===== src/rtl/lcd_controller.sv =====
// Write-only HD44780 8-bit bus engine: one RS/DATA/EN write sequence per iStart rising edge.
// The host sequencer owns command ordering, inter-command delays and completion waits.
module lcd_controller #(
  parameter int unsigned EN_CYCLES = 16
) (
  input  logic       iCLK,
  input  logic       iRST,
  input  logic [7:0] iDATA,
  input  logic       iRS,
  input  logic       iStart,
  output logic       oDone,
  output logic [7:0] LCD_DATA,
  output logic       LCD_RW,
  output logic       LCD_EN,
  output logic       LCD_RS
);

  typedef enum logic [1:0] {IDLE, SETUP, PULSE, FINISH} state_t;

  // PULSE hands over to FINISH one count early, so that the EN fall in FINISH
  // lands after exactly EN_CYCLES high cycles.
  localparam logic [7:0] EN_LAST = 8'(EN_CYCLES - 1);

  state_t     state, state_d;
  logic [7:0] cnt, cnt_d;
  logic       prev;
  logic       en_q, en_d;
  logic       done_q, done_d;
  logic [7:0] data_q, data_d;
  logic       rs_q, rs_d;

  always_ff @(posedge iCLK) begin
    if (iRST) begin
      state  <= IDLE;
      cnt    <= '0;
      prev   <= 1'b0;
      en_q   <= 1'b0;
      done_q <= 1'b0;
      data_q <= '0;
      rs_q   <= 1'b0;
    end else begin
      state  <= state_d;
      cnt    <= cnt_d;
      prev   <= iStart;
      en_q   <= en_d;
      done_q <= done_d;
      data_q <= data_d;
      rs_q   <= rs_d;
    end
  end

  always_comb begin
    state_d = state;
    cnt_d   = cnt;
    en_d    = en_q;
    done_d  = done_q;
    data_d  = data_q;
    rs_d    = rs_q;
    case (state)
      IDLE: begin
        if (iStart && !prev) begin
          done_d  = 1'b0;
          state_d = SETUP;
        end
      end
      SETUP: begin
        data_d  = iDATA;
        rs_d    = iRS;
        cnt_d   = '0;
        state_d = PULSE;
      end
      PULSE: begin
        en_d = 1'b1;
        if (cnt == EN_LAST) begin
          cnt_d   = '0;
          state_d = FINISH;
        end else begin
          cnt_d = cnt + 8'd1;
        end
      end
      FINISH: begin
        en_d    = 1'b0;
        done_d  = 1'b1;
        state_d = IDLE;
      end
      default: state_d = IDLE;
    endcase
  end

  assign oDone    = done_q;
  assign LCD_DATA = data_q;
  assign LCD_RS   = rs_q;
  assign LCD_EN   = en_q;
  assign LCD_RW   = 1'b0;

endmodule


===== config.mk =====
export PLATFORM = sky130hd
export DESIGN_NAME = lcd_controller
export DESIGN_NICKNAME = d
export VERILOG_FILES = /design/src/rtl/lcd_controller.sv
export SDC_FILE = /design/constraint.sdc
export NUM_CORES = 1
export LEC_CHECK = 0
export CAP_MARGIN = 30
export CORE_MARGIN = 1
export CORE_UTILIZATION = 47
export DETAILED_ROUTE_END_ITERATION = 10
export GPL_ROUTABILITY_DRIVEN = 0
export GPL_TIMING_DRIVEN = 0
export HOLD_SLACK_MARGIN = 0.02
export PLACE_DENSITY = 0.77
export SETUP_SLACK_MARGIN = 0.05
export SLEW_MARGIN = 20
export SYNTH_ARGS = -nofsm -noshare
export SYNTH_HDL_FRONTEND = slang
export SYNTH_SLANG_ARGS = --single-unit

===== constraint.sdc =====
create_clock -name iCLK -period 1.9 [get_ports iCLK]
set_input_delay 0.38 -clock iCLK [delete_from_list [all_inputs] [get_ports iCLK]]
set_output_delay 0.38 -clock iCLK [all_outputs]
set_load 0.005 [all_outputs]

==> results_dict.tcl <==
set metrics [dict create \
    rows 16 \
    crit_arrival_ps 1880 \
    drc_errors 0 \
    drive_gt1_share_pct 14.3 \
    synth_cell_types 27 \
    ios 24 \
    dp_hpwl_um 1390 \
    setup_viol 0 \
    synth_xor_xnor_area_share_pct 5.36 \
    synthSimpleGateAreaFrac_pct 17.5 \
    io_buffers 21 \
    die_w_um 47.7 \
    ys_seq_area_share_pct 44.9 \
    maxCapViolations 0 \
    yosysMostFrequentCell "dfxtp_1" \
    viasPerCell 4.95 \
    r2r_slack_ps 230 \
    skew_ps 4.59 \
    synthTopCellsByArea "dfxtp_1 (45%), mux2i_1 (9.2%), nor2_1 (8.0%), ha_1 (7.7%), o41ai_4 (2.8%)" \
    avgSynthCellArea_um2 9.81 \
    synth_seq_cells 22 \
    reg2reg_from "state[1]" \
    powerDensity_nw_per_um2 1250 \
    clk_latency_ps 300 \
    root_buffer "clkbuf_4" \
    fp.coreArea_um2 1960 \
    ir_drop_uv 779 \
    cp.required_ps 2110 \
    clk_pin_slew_ps 120 \
    crit_path_start_kind "register" \
    critPathMaxFanout 10 \
    fmax_mhz 599 \
    dr.pass1.iters 4 \
    r2r-end "cnt[7]" \
    min_path_cells 2 \
    outcome "completed" \
    hold_start "iRST" \
    rsz0062_at_grt "no" \
    cp_slowest_cell "dfxtp_1" \
    synth_top_cell_by_area "dfxtp_1" \
    syn_area_um2 981 \
    ctsLongestPathBuffers 2 \
    reg2regPathDepth 7 \
    synth_common_cells "dfxtp_1 (22), nor2_1 (21), mux2i_1 (9)" \
    hold_end "state[0]" \
    synthFlopType "dfxtp_1" \
    cp_cell_sequence "inv_1 -> ha_1 -> buf_2 -> nand4_1 -> nor3_2 -> xnor2_1 -> nor2_1" \
    clock_sinks 22 \
    vias 757 \
    criticalPathCategory "register to register" \
    synthAdderAreaFrac_pct 7.65 \
    die_area_um2 2270 \
    end_kind "register" \
    cts_tree "done" \
    hold_slack_ps 246 \
    synth_compound_area_share_pct 10.2 \
    p_leak_nw 0.514 \
    period_share_pct 87.9 \
    drt-initial-drc-count 11 \
    synthArstFlopShare_pct 0 \
    grt_max_degree 14 \
    synth_fp_nets 118 \
    n_antenna_cell 0 \
    grt_pass1_wl_um 2900 \
    slew_violations 0 \
    numCtsBuffers 3 \
    die_y_um 47.7 \
    final_nets 145 \
    cts-htree-levels 1 \
    postCtsHoldBufs 0 \
    grt_pass1_vias 692 \
    start_util_pct 50.0 \
    yosys_warnings 0 \
    min_period_ps 1670 \
    grt_antenna_before_repair 0 \
    hold_viol 0 \
    synth-edff-count 0 \
    yosysTopAreaCellShare_pct 44.9 \
    hp-class "input port to register" \
    synth.area.mux_share_pct 9.18 \
    finalWirelength_um 1860 \
    cp_slowest_stage_delay_ps 380 \
    track_usage_pct 18.2 \
    synth_top_family_by_area "simple AND/OR/NAND/NOR gates" \
    final_util_pct 65.8 \
    grt_overflow_total 0 \
    finalSetupTns_ps 0 \
    synth_cells 100 \
    wire_per_inst_um 12.1 \
    ant_nets 0 \
    syn2layout_area_growth_pct 31.6 \
]
==> what timing repair did <==
item,CTS,global route
buffers inserted,0,1
gates resized for setup,0,2
endpoints found under the setup margin,0,1
==> registers in the layout, summed over array words and instances, names as in the netlist <==
name      count
cnt           8
LCD_RS        1
prev          1
LCD_DATA      8
oDone         1
LCD_EN        1
state         2
==> stage by stage <==
stage | setup slack [ps] | instance area [um^2] | cells | total power [mW]
floorplan | 361 | 981 | 100 | 1.04
global placement | 197 | 1220 | 148 | 1.24
detailed placement | 108 | 1220 | 148 | 1.27
CTS | 88.1 | 1280 | 152 | 1.62
global route | 80.2 | 1290 | 153 | 1.72
finish | 231 | 1290 | 153 | 1.61
==> how the worst max path moves through the flow <==
stage               startpoint     end  slack [ps]  cells after the start
finish                state[1]  cnt[7]         230                      7
global route          state[1]  cnt[7]          80                      7
CTS                   state[0]  cnt[7]          90                      7
detailed placement    state[0]  cnt[7]         110                      7
global placement      state[0]  cnt[7]         200                      7
floorplan             state[0]  cnt[7]         360                      7
==> layout by cell type (no fill, tap or decap), drive strengths merged, types with 2 or more instances in the layout <==
master | Yosys | layout
dfxtp | 22 | 22
nor2 | 21 | 21
clkdlybuf4s50 | 0 | 21
mux2i | 9 | 9
ha | 6 | 6
a21oi | 5 | 5
buf | 4 | 5
inv | 4 | 4
clkbuf | 1 | 4
nand4 | 3 | 3
xor2 | 3 | 3
xnor2 | 3 | 3
nand3 | 3 | 3
nor3 | 3 | 3
a21o | 2 | 2
nand2 | 2 | 2
o21ai | 2 | 2
==> final cells by class <==
class | count | area (um^2)
buffer | 5 | 32.5
clock buffer | 3 | 22.5
clock inverter | 1 | 30.0
fill | 187 | 671
inverter | 4 | 15.0
multi-input combinational | 69 | 498
sequential | 22 | 442
tap | 27 | 33.8
timing repair buffer | 22 | 218
==> worst max-delay path, delay by kind of cell, from the launching register on <==
| kind | cells | cell delay, ps |
|---|---|---|
| xor gates and xnor gates | 1 | 140 |
| adders and majority gates | 1 | 280 |
| buffers and inverters | 2 | 310 |
| DFF | 1 | 380 |
| and+or+nand+nor | 3 | 480 |
==> layer usage <==
metal / GRT usage (%) / vias to the layer above / wire, um
met5: 0 / - / 0
met4: 8.89 / 0 / 21
met3: 2.64 / 2 / 70
met2: 29.5 / 22 / 936
met1: 23.6 / 344 / 828
li1: - / 389 / -
==> cell families (layout without fill, tap and decap cells) <==
| kind of cell | after synthesis | in the layout |
|---|---|---|
| other cells | 1 | 1 |
| flops | 22 | 22 |
| simple gates | 36 | 36 |
| fa+ha+maj | 6 | 6 |
| xor+xnor | 6 | 6 |
| buf+inv | 9 | 35 |
| mux | 9 | 9 |
| compound gates | 11 | 11 |
==> where the power goes <==
part | switching [mW] | internal (mW) | total, mW
sequential | 0.0566 | 0.548 | 0.604
combinational | 0.322 | 0.331 | 0.652
clock | 0.139 | 0.213 | 0.352
total | 0.518 | 1.09 | 1.61
Power figures use the tool's default switching activity.
